===== src/rtl/tile_wb_arbiter.sv =====
// Tile write-back arbiter: grants one requester's result tile and streams it word by word
// into a single memory write port. Define TILE_WB_FIXED_PRIO_EN for fixed-priority arbitration.
module tile_wb_arbiter #(
  parameter int DATA_W     = 16,
  parameter int ARRAY_SIZE = 2,
  parameter int N_REQ      = 2,
  parameter int ADDR_W     = 10
) (
  input  logic                                        clk,
  input  logic                                        rst_n,
  input  logic [N_REQ-1:0]                            req_valid,
  output logic [N_REQ-1:0]                            req_ready,
  input  logic [N_REQ*ARRAY_SIZE*ARRAY_SIZE*DATA_W-1:0] req_data,
  input  logic [N_REQ*ADDR_W-1:0]                     req_base,
  output logic                                        mem_we,
  output logic [ADDR_W-1:0]                           mem_addr,
  output logic [DATA_W-1:0]                           mem_wdata,
  input  logic                                        mem_ready,
  output logic                                        busy,
  output logic                                        done,
  output logic [$clog2(N_REQ)-1:0]                    done_id
);

  localparam int E      = ARRAY_SIZE * ARRAY_SIZE;
  localparam int TILE_W = E * DATA_W;
  localparam int ID_W   = $clog2(N_REQ);
  localparam int IDX_W  = (E > 1) ? $clog2(E) : 1;
  localparam logic [IDX_W-1:0] LAST_IDX = IDX_W'(E - 1);
  localparam logic [ID_W-1:0]  LAST_ID  = ID_W'(N_REQ - 1);

  typedef enum logic [1:0] {
    S_IDLE  = 2'd0,
    S_WRITE = 2'd1,
    S_DONE  = 2'd2
  } state_t;

  state_t              state_q, state_d;
  logic [IDX_W-1:0]    idx_q, idx_d;
  logic [ID_W-1:0]     win_q, win_d;
  logic [ID_W-1:0]     done_id_q, done_id_d;
  logic [TILE_W-1:0]   tile_q, tile_d;
  logic [ADDR_W-1:0]   base_q, base_d;

  logic [N_REQ-1:0]    grant;
  logic [ID_W-1:0]     grant_id;
  logic                grant_any;
  logic [ID_W-1:0]     rr_start;

`ifdef TILE_WB_FIXED_PRIO_EN
  assign rr_start = '0;
`else
  logic [ID_W-1:0]     rr_ptr_q, rr_ptr_d;
  assign rr_start = rr_ptr_q;
`endif

  // Two passes give a wrapping search: indices at/after the pointer first, then the rest.
  always_comb begin
    grant     = '0;
    grant_id  = '0;
    grant_any = 1'b0;
    for (int i = 0; i < N_REQ; i++) begin
      if (req_valid[i] && !grant_any && (ID_W'(i) >= rr_start)) begin
        grant[i]  = 1'b1;
        grant_id  = ID_W'(i);
        grant_any = 1'b1;
      end
    end
    for (int i = 0; i < N_REQ; i++) begin
      if (req_valid[i] && !grant_any && (ID_W'(i) < rr_start)) begin
        grant[i]  = 1'b1;
        grant_id  = ID_W'(i);
        grant_any = 1'b1;
      end
    end
  end

  always_comb begin
    state_d   = state_q;
    idx_d     = idx_q;
    win_d     = win_q;
    done_id_d = done_id_q;
    tile_d    = tile_q;
    base_d    = base_q;
`ifndef TILE_WB_FIXED_PRIO_EN
    rr_ptr_d  = rr_ptr_q;
`endif
    req_ready = '0;
    mem_we    = 1'b0;
    mem_addr  = '0;
    mem_wdata = '0;
    busy      = 1'b0;
    done      = 1'b0;

    unique case (state_q)
      S_IDLE: begin
        // Gated by rst_n so no transfer can be signalled while reset is asserted.
        req_ready = rst_n ? grant : '0;
        if (grant_any) begin
          for (int i = 0; i < N_REQ; i++) begin
            if (grant[i]) begin
              tile_d = req_data[i*TILE_W +: TILE_W];
              base_d = req_base[i*ADDR_W +: ADDR_W];
            end
          end
          win_d   = grant_id;
          idx_d   = '0;
          state_d = S_WRITE;
        end
      end
      S_WRITE: begin
        busy     = 1'b1;
        mem_we   = 1'b1;
        mem_addr = base_q + ADDR_W'(idx_q);
        for (int i = 0; i < E; i++) begin
          if (idx_q == IDX_W'(i)) mem_wdata = tile_q[i*DATA_W +: DATA_W];
        end
        if (mem_ready) begin
          if (idx_q == LAST_IDX) begin
            idx_d     = '0;
            done_id_d = win_q;
            state_d   = S_DONE;
          end else begin
            idx_d = idx_q + 1'b1;
          end
        end
      end
      S_DONE: begin
        busy = 1'b1;
        done = 1'b1;
`ifndef TILE_WB_FIXED_PRIO_EN
        rr_ptr_d = (win_q == LAST_ID) ? '0 : win_q + 1'b1;
`endif
        state_d = S_IDLE;
      end
      default: state_d = S_IDLE;
    endcase
  end

  assign done_id = done_id_q;

  always_ff @(posedge clk or negedge rst_n) begin
    if (!rst_n) begin
      state_q   <= S_IDLE;
      idx_q     <= '0;
      win_q     <= '0;
      done_id_q <= '0;
`ifndef TILE_WB_FIXED_PRIO_EN
      rr_ptr_q  <= '0;
`endif
    end else begin
      state_q   <= state_d;
      idx_q     <= idx_d;
      win_q     <= win_d;
      done_id_q <= done_id_d;
`ifndef TILE_WB_FIXED_PRIO_EN
      rr_ptr_q  <= rr_ptr_d;
`endif
    end
  end

  // Tile payload is only observed in WRITE, so it needs no reset.
  always_ff @(posedge clk) begin
    tile_q <= tile_d;
    base_q <= base_d;
  end

endmodule


===== config.mk =====
export PLATFORM = sky130hd
export DESIGN_NAME = tile_wb_arbiter
export DESIGN_NICKNAME = d
export VERILOG_FILES = /design/src/rtl/tile_wb_arbiter.sv
export SDC_FILE = /design/constraint.sdc
export NUM_CORES = 1
export LEC_CHECK = 0
export BUFFER_PORTS_ARGS = -buffer_cell sky130_fd_sc_hd__buf_2
export CAP_MARGIN = 15
export CORE_UTILIZATION = 50
export CTS_CLUSTER_SIZE = 16
export DETAILED_ROUTE_END_ITERATION = 10
export GPL_TIMING_DRIVEN = 1
export MAX_ROUTING_LAYER = met4
export PLACE_DENSITY = 0.92
export REMOVE_ABC_BUFFERS = 1
export SLEW_MARGIN = 20
export SYNTH_ARGS = -nofsm -noshare
export SYNTH_HDL_FRONTEND = slang
export SYNTH_SLANG_ARGS = --single-unit
export TNS_END_PERCENT = 30

===== constraint.sdc =====
create_clock -name clk -period 9.1 [get_ports clk]
set_clock_uncertainty 0.15 [all_clocks]
set_input_delay 0.455 -clock clk [delete_from_list [all_inputs] [get_ports clk]]
set_output_delay 0.455 -clock clk [all_outputs]
set_load 0.1 [all_outputs]

==> results of run 1 <==
[critical path, delay by kind of cell, from the launching register on]
kind / cells / cell delay [ns]
AOI/OAI and AO/OA: 3 / 0.71
adders and majority gates: 1 / 0.86
buffers and inverters: 2 / 0.62
DFF: 1 / 0.48
[cell type report]
class                           instances  share of cell area [%]
Clock buffer                           10                    2.25
Tap cell                              108                    2.38
Timing Repair Buffer                  188                    16.8
Sequential cell                        81                    42.3
Clock inverter                          6                    1.63
Multi-Input combinational cell        225                    33.0
Inverter                               25                    1.65
[path summary, 6_finish.rpt]
kind,slack [ns],start,end
worst max-delay path,5.49,idx_q[1]$_DFFE_PN0P_,mem_wdata[14]
worst min-delay path,0.24,req_data[124],tile_q[60]$_DFFE_PP_
worst max register to register,6.77,state_q[0]$_DFFE_PN0P_,tile_q[31]$_DFFE_PP_
worst min register to register,0.32,win_q$_DFFE_PN0P_,rr_ptr_q$_DFFE_PN0P_
max in group asynchronous,8.31,rst_n,state_q[0]$_DFFE_PN0P_
min in group asynchronous,0.32,rst_n,win_q$_DFFE_PN0P_
[metal layers]
metal  wire length (um)  global-route usage, %
met1               4170                   25.4
met2               5250                   40.0
met3                440                   3.61
met4                263                   10.2
met5                  0                      -
[cell families (layout without fill, tap and decap cells)]
group	after synthesis	count (layout)	share of synthesized area (%)
multiplexers	78	78	19.6
AND/OR/NAND/NOR	65	65	7.99
flip-flops	81	81	53.5
XOR/XNOR	2	2	0.391
adder cells (fa/ha/maj)	11	11	3.24
AO/OA/AOI/OAI	69	69	10.1
buffers and inverters	48	229	5.14
[timing repair]
action | in CTS | in global routing
hold buffers | 1 | 0
setup buffers | 0 | 0
gates resized for setup | 0 | 0
endpoints found under the hold margin | 7 | 0
[registers in the layout (all words and copies together) (netlist names)]
signal / cells
idx_q: 2
rr_ptr_q: 1
base_q: 10
state_q: 2
done_id: 1
win_q: 1
tile_q: 64
[layout by cell type, fill, tap and decap left out, types with 2 or more instances in the layout]
master,Yosys,final
clkinv_4,0,2
o21ai_0,5,5
xnor2_1,2,2
mux2_1,38,38
or3_1,2,2
clkbuf_8,0,9
buf_4,2,3
and3_1,3,3
bufinv_16,0,2
nand2_1,23,23
ha_1,10,9
clkinvlp_4,0,2
dfrtp_1,7,7
a221o_1,16,16
nand3_1,3,3
nand2b_1,3,3
o22ai_1,2,2
inv_1,24,24
nand3b_1,16,16
o31ai_1,2,2
buf_2,9,184
and2_1,2,2
nor2_1,7,6
a21oi_1,39,39
mux2_2,36,36
mux2i_1,3,3
or4_1,2,2
edfxtp_1,74,74
[report_power, final]
group | total [mW] | internal, mW | switching, mW
logic | 0.991 | 0.242 | 0.749
clock network | 0.288 | 0.156 | 0.132
registers | 0.612 | 0.565 | 0.0469
total | 1.89 | 0.963 | 0.928
==> impl_metrics.tcl, run 1 <==
set metrics [dict create \
    min-delay-path-class "in2reg" \
    register_area_sq_um 2400 \
    wl_per_cell_um 15.7 \
    cts_made_buffers 9 \
    worstPathMaxFanout 32 \
    route.antenna.remaining_nets 0 \
    period_share_pct 39.7 \
    fin_nets 694 \
    ys.flop_type "edfxtp_1" \
    end_kind "output pin" \
    vdd_drop_max_mv 0.156 \
    powerDensity_nw_per_um2 334 \
    dp_hpwl_mm 6.97 \
    cts-root-buf "clkbuf_8" \
    dp_cells 626 \
    holdPathStages 2 \
    clock_sinks 81 \
    route.vias.total 3518 \
    synthTopCellsByCount "edfxtp_1, a21oi_1, mux2_1" \
    wl_mm 10.1 \
    yosysTopAreaCell "edfxtp_1" \
    slew_viol_final 0 \
    cp_cell_sequence "inv_1 > ha_1 > a21oi_1 > a221o_1 > a21oi_1 > buf_2" \
    crit_slowest_cell "ha_1" \
    routed_via_density 5.47 \
    post-place-ws_ns 5.82 \
    drv_cap 0 \
    grt_pass1_vias 3581 \
    die_area_sq_um 9340 \
    dieWidth_um 96.7 \
    place.gp.congestion 0.785 \
    rsz0062_at_grt "no" \
    fin_util_pct 65.3 \
    grt_antenna_before_repair 0 \
    relSlewSlack_pct 30.5 \
    place_area_sq_um 5440 \
    grt_max_degree 77 \
    overflow 0 \
    num_rows 34 \
    grt_pass1_wl_mm 16.4 \
    path_common_cell "a21oi_1" \
    reg2regPathDepth 5 \
    worst_pin_slew_ns 1.04 \
    dr.pass1.iters 4 \
    cp.arrival_ns 3.00 \
    diodes 0 \
    cp-start-kind "flip-flop" \
    final_layout_size_suffix_gt1_share_pct 46.2 \
    p_leak_nw 2.43 \
    synth_edf_count 74 \
    power_mw 1.89 \
    cts.path.max_buffers 2 \
    ys_top_cells_by_area "edfxtp_1, mux2_1, mux2_2" \
    synth_most_common_cell "edfxtp_1" \
    design_area_sq_um 5670 \
    drc 0 \
    timing.hold.ws_ns 0.239 \
    setup-violations-final 0 \
    ys_types 39 \
    core_sq_um 8680 \
    synth_top_area_share_pct 49.6 \
    pin_count 185 \
    area_growth_pct 26.6 \
    status "complete, no violations" \
    ys_seq_area_share_pct 53.5 \
    finalSetupTns_ns 0 \
    cts.htree.levels 3 \
    fin_crit_ns 3.61 \
    worst_slack_ns 5.49 \
    final.fill_count 645 \
    async_reset_ff_share_pct 8.64 \
    slowest_delay_ns 0.86 \
    hold_viol_final 0 \
    ys_ff_latch 81 \
    synth_cells 354 \
    initial_core_util_pct 51.6 \
    cts.reportedPaths.clkPinSlew_ns 0.08 \
    fmax_mhz 277 \
    portBuffers 184 \
    avgSynthCellArea_sq_um 12.7 \
    cp_data_required_time_ns 8.50 \
    ys.warnings.count 0 \
    cts_tree "built" \
    finalNonFillerCells 643 \
    multi_input_area_sq_um 1870 \
    worst-setup-path-type "reg2out" \
    clkLatencyLatePin_ns 0.34 \
    grt.total_usage_pct 22.7 \
    die-height_um 96.7 \
    syn_area_sq_um 4480 \
    drt_iter0_drc 126 \
]
(Power assumes the default switching activity.)
==> run 2: changes to the inputs <==
--- a/config.mk
+++ b/config.mk
@@ -7,12 +7,12 @@
 export LEC_CHECK = 0
 export BUFFER_PORTS_ARGS = -buffer_cell sky130_fd_sc_hd__buf_2
 export CAP_MARGIN = 15
-export CORE_UTILIZATION = 50
+export CORE_UTILIZATION = 44
 export CTS_CLUSTER_SIZE = 16
 export DETAILED_ROUTE_END_ITERATION = 10
 export GPL_TIMING_DRIVEN = 1
 export MAX_ROUTING_LAYER = met4
-export PLACE_DENSITY = 0.92
+export PLACE_DENSITY = 0.86
 export REMOVE_ABC_BUFFERS = 1
 export SLEW_MARGIN = 20
 export SYNTH_ARGS = -nofsm -noshare
==> constraint.sdc (replaced) <==
create_clock -name clk -period 3.2 [get_ports clk]
set_clock_uncertainty 0.15 [all_clocks]
set_input_delay 0.16 -clock clk [delete_from_list [all_inputs] [get_ports clk]]
set_output_delay 0.16 -clock clk [all_outputs]
set_load 0.1 [all_outputs]
==> impl_metrics.tcl, run 2 <==
set metrics [dict create \
    status "aborted with a tool error" \
    ys_types 39 \
    haltStage "4_1_cts" \
    initial_core_util_pct 45.6 \
    portBuffers 184 \
    synth_most_common_cell "edfxtp_1" \
    ys_seq_area_share_pct 53.5 \
    synth_cells 354 \
    synth_edf_count 74 \
    cts_setup_buffers 0 \
    cts_made_buffers 9 \
    clock_sinks 81 \
    syn_area_sq_um 4480 \
    synth_top_area_share_pct 49.6 \
    firstError "[ERROR RSZ-0060] Max buffer count reached." \
    yosysTopAreaCell "edfxtp_1" \
    dieWidth_um 103 \
    pin_count 185 \
    dp_hpwl_mm 7.21 \
    place.gp.congestion 0.767 \
    ys_top_cells_by_area "edfxtp_1, mux2_1, mux2_2" \
    synthTopCellsByCount "edfxtp_1, a21oi_1, mux2_1" \
    num_rows 36 \
    cts.htree.levels 3 \
    cts-root-buf "clkbuf_8" \
    ys_ff_latch 81 \
    cts.path.max_buffers 2 \
    avgSynthCellArea_sq_um 12.7 \
    postCtsResizedCells 0 \
    die-height_um 103 \
    ys.warnings.count 0 \
    ys.flop_type "edfxtp_1" \
    async_reset_ff_share_pct 8.64 \
    hold_buffers 135 \
]
## run 2: kinds of logic after synthesis
logic type	Yosys count	share of synthesized area (%)
compound gates	69	10.1
xor+xnor	2	0.391
fa+ha+maj	11	3.24
buf+inv	48	5.14
flops	81	53.5
mux	78	19.6
simple gates	65	7.99
## run 2: stage by stage
step                      hold WS (ns)  cells  area, sq um  setup TNS (ns)  setup WS [ns]
after floorplan                 -0.286    331         4340         -119.71          -1.43
after global placement          -0.146    656         5650               0          0.805
after detailed placement        -0.144    656         5650               0          0.655
==> run 3: changes to the inputs <==
--- a/config.mk
+++ b/config.mk
@@ -7,12 +7,10 @@
 export LEC_CHECK = 0
 export BUFFER_PORTS_ARGS = -buffer_cell sky130_fd_sc_hd__buf_2
 export CAP_MARGIN = 15
-export CORE_UTILIZATION = 44
-export CTS_CLUSTER_SIZE = 16
+export CORE_UTILIZATION = 35
 export DETAILED_ROUTE_END_ITERATION = 10
 export GPL_TIMING_DRIVEN = 1
-export MAX_ROUTING_LAYER = met4
-export PLACE_DENSITY = 0.86
+export PLACE_DENSITY_LB_ADDON = 0.15
 export REMOVE_ABC_BUFFERS = 1
 export SLEW_MARGIN = 20
 export SYNTH_ARGS = -nofsm -noshare
==> constraint.sdc (replaced) <==
create_clock -name clk -period 4.16 [get_ports clk]
set_clock_uncertainty 0.15 [all_clocks]
set_input_delay 0.208 -clock clk [delete_from_list [all_inputs] [get_ports clk]]
set_output_delay 0.208 -clock clk [all_outputs]
set_load 0.1 [all_outputs]
==> impl_metrics.tcl, run 3 (same netlist as run 1, synthesis figures left out) <==
set metrics [dict create \
    status "complete, no violations" \
    dp_cells 688 \
    setup-violations-final 0 \
    overflow 0 \
    powerDensity_nw_per_um2 734 \
    portBuffers 184 \
    cp_data_required_time_ns 3.80 \
    dp_hpwl_mm 7.01 \
    grt_antenna_before_repair 0 \
    period_share_pct 76.3 \
    fin_nets 703 \
    final_common_cell "buf_2" \
    cts-root-buf "clkbuf_16" \
    clock_sinks 81 \
    place.gp.congestion 0.790 \
    area_growth_pct 32.2 \
    relSlewSlack_pct 36.9 \
    grt_max_degree 40 \
    crit_slowest_cell "ha_1" \
    worstPathMaxFanout 16 \
    cp-start-kind "flip-flop" \
    worst_pin_slew_ns 0.946 \
    cts.reportedPaths.clkPinSlew_ns 0.06 \
    regMostFlops "tile_q" \
    grt_pass1_vias 3312 \
    end_kind "output pin" \
    route.vias.total 3394 \
    fmax_mhz 315 \
    pin_count 185 \
    route.antenna.remaining_nets 0 \
    final_layout_size_suffix_gt1_share_pct 45.6 \
    vdd_drop_max_mv 0.284 \
    finalNonFillerCells 710 \
    dieWidth_um 115 \
    cp_cell_sequence "inv_1 > ha_1 > nand3b_1 > a221o_1 > a21oi_1 > buf_2" \
    die-height_um 115 \
    wl_mm 10.2 \
    min-delay-path-class "in2reg" \
    clkLatencyLatePin_ns 0.33 \
    fin_crit_ns 3.18 \
    drv_cap 0 \
    cts.path.max_buffers 2 \
    cts_made_buffers 9 \
    dr.pass1.iters 5 \
    largest_reg_flops 64 \
    postCtsResizedCells 0 \
    diodes 0 \
    cts_tree "built" \
    die_area_sq_um 13300 \
    final.fill_count 1144 \
    grt.total_usage_pct 15.9 \
    hold_viol_final 0 \
    core_sq_um 12300 \
    drt_iter0_drc 133 \
    cts_setup_buffers 0 \
    p_leak_nw 2.51 \
    rsz0062_at_grt "no" \
    critPathBufInv 2 \
    worst-setup-path-type "reg2out" \
    drc 0 \
    power_mw 4.35 \
    layout_common_cells "buf_2, edfxtp_1, a21oi_1" \
    reg_top3 "tile_q x64, base_q x10" \
    grt_pass1_wl_mm 15.8 \
    num_rows 40 \
    slowest_delay_ns 0.70 \
    wl_per_cell_um 14.4 \
    cts.htree.levels 3 \
    routed_via_density 4.78 \
    slew_viol_final 0 \
    initial_core_util_pct 36.5 \
    cp.arrival_ns 2.82 \
    path_delay_family "adder cells" \
]
run 3: report_power, final:
group	total [mW]	switching, mW	internal (mW)
Combinational	2.21	1.65	0.557
Clock	0.803	0.290	0.513
Sequential	1.34	0.102	1.23
Total	4.35	2.04	2.30
run 3: metal layers:
metal  GRT usage [%]  vias up  share of wire [%]
met1            19.9     1569                 45
li1                -     1692                  -
met5               0        -                  0
met2            26.2      120                 48
met3            4.01       13                5.4
met4            6.49        0                1.6
run 3: stage by stage:
step / area, sq um / setup TNS (ns) / utilization [%] / hold slack [ns] / setup slack, ns
6_report: 5920 / 0 / 48.3 / 0.0112 / 0.985
4_1_cts: 5920 / 0 / 48.3 / 0.0000784 / 0.743
5_1_grt: 5920 / 0 / 48.3 / 0.00367 / 0.827
3_3_place_gp: 5540 / 0 / 45.2 / -0.0850 / 1.19
3_5_place_dp: 5540 / 0 / 45.2 / -0.0762 / 1.14
2_1_floorplan: 4340 / -29.17 / - / -0.238 / -0.470
run 3: path summary, 6_finish.rpt:
| check | slack (ns) | endpoint | cells past startpoint | start |
|---|---|---|---|---|
| max | 0.98 | mem_wdata[7] | 6 | idx_q[1]$_DFFE_PN0P_ |
| min | 0.01 | tile_q[48]$_DFFE_PP_ | 2 | req_data[112] |
| min in group asynchronous | 0.11 | idx_q[0]$_DFFE_PN0P_ | 2 | rst_n |
| min reg2reg | 0.29 | rr_ptr_q$_DFFE_PN0P_ | 1 | win_q$_DFFE_PN0P_ |
| max in group asynchronous | 3.56 | state_q[1]$_DFFE_PN0P_ | 2 | rst_n |
| max reg2reg | 1.70 | tile_q[51]$_DFFE_PP_ | 5 | state_q[1]$_DFFE_PN0P_ |
run 3: final cells by class:
class	count	area, sq um	area share (%)
sequential	81	2400	40.5
multi-input combinational	225	1870	31.6
timing repair buffer	197	1050	17.7
clock buffer	9	225	3.80
tap	168	210	3.55
inverter	25	93.8	1.58
clock inverter	5	72.6	1.23
run 3: worst reg2reg max path, delay by kind of cell (launching register included):
family                   cells  cell delay (ns)
adder cells (fa/ha/maj)      1             0.27
buffers and inverters        3             0.60
flip-flops                   1             0.39
AND/OR/NAND/NOR              1             0.73
run 3: timing repair:
action	in CTS	in global routing
endpoints found under the setup margin	0	0
endpoints found under the hold margin	12	0
hold buffers	8	0
==> run 4: changes to the inputs <==
==> constraint.sdc (replaced) <==
create_clock -name clk -period 3.2 [get_ports clk]
set_clock_uncertainty 0.15 [all_clocks]
set_input_delay 0.16 -clock clk [delete_from_list [all_inputs] [get_ports clk]]
set_output_delay 0.16 -clock clk [all_outputs]
set_load 0.1 [all_outputs]
==> impl_metrics.tcl, run 4 <==
set metrics [dict create \
    initial_core_util_pct 36.5 \
    clock_sinks 81 \
    cts_made_buffers 9 \
    hold_buffers 143 \
    syn_area_sq_um 4480 \
    dp_hpwl_mm 7.06 \
    synth_edf_count 74 \
    dieWidth_um 115 \
    portBuffers 184 \
    post-place-ws_ns 0.797 \
    firstError "[ERROR RSZ-0060] Max buffer count reached." \
    ys_types 39 \
    status "aborted with a tool error" \
    ys_seq_area_share_pct 53.5 \
    postCtsResizedCells 0 \
    ys_top_cells_by_area "edfxtp_1, mux2_1, mux2_2" \
    place.gp.congestion 0.778 \
    pin_count 185 \
    cts.path.max_buffers 2 \
    ys.warnings.count 0 \
    place_area_sq_um 5820 \
    die-height_um 115 \
    haltStage "4_1_cts" \
    num_rows 40 \
    ys_ff_latch 81 \
    cts.htree.levels 3 \
    avgSynthCellArea_sq_um 12.7 \
    async_reset_ff_share_pct 8.64 \
    cts_setup_buffers 0 \
    yosysTopAreaCell "edfxtp_1" \
    synth_most_common_cell "edfxtp_1" \
    synth_cells 354 \
    cts-root-buf "clkbuf_16" \
    synth_top_area_share_pct 49.6 \
    synthTopCellsByCount "edfxtp_1, a21oi_1, mux2_1" \
    ys.flop_type "edfxtp_1" \
]
run 4: cell counts after synthesis:
No cell type changed its count.
run 4: logic make-up after synthesis:
family	after synthesis	synth area share (%)
flops	81	53.5
mux	78	19.6
compound gates	69	10.1
simple gates	65	7.99
buf+inv	48	5.14
fa+ha+maj	11	3.24
xor+xnor	2	0.391
run 4: stage by stage:
step                util [%]  std cells
detailed placement      47.4        691
global placement        47.4        691
floorplan                  -        331
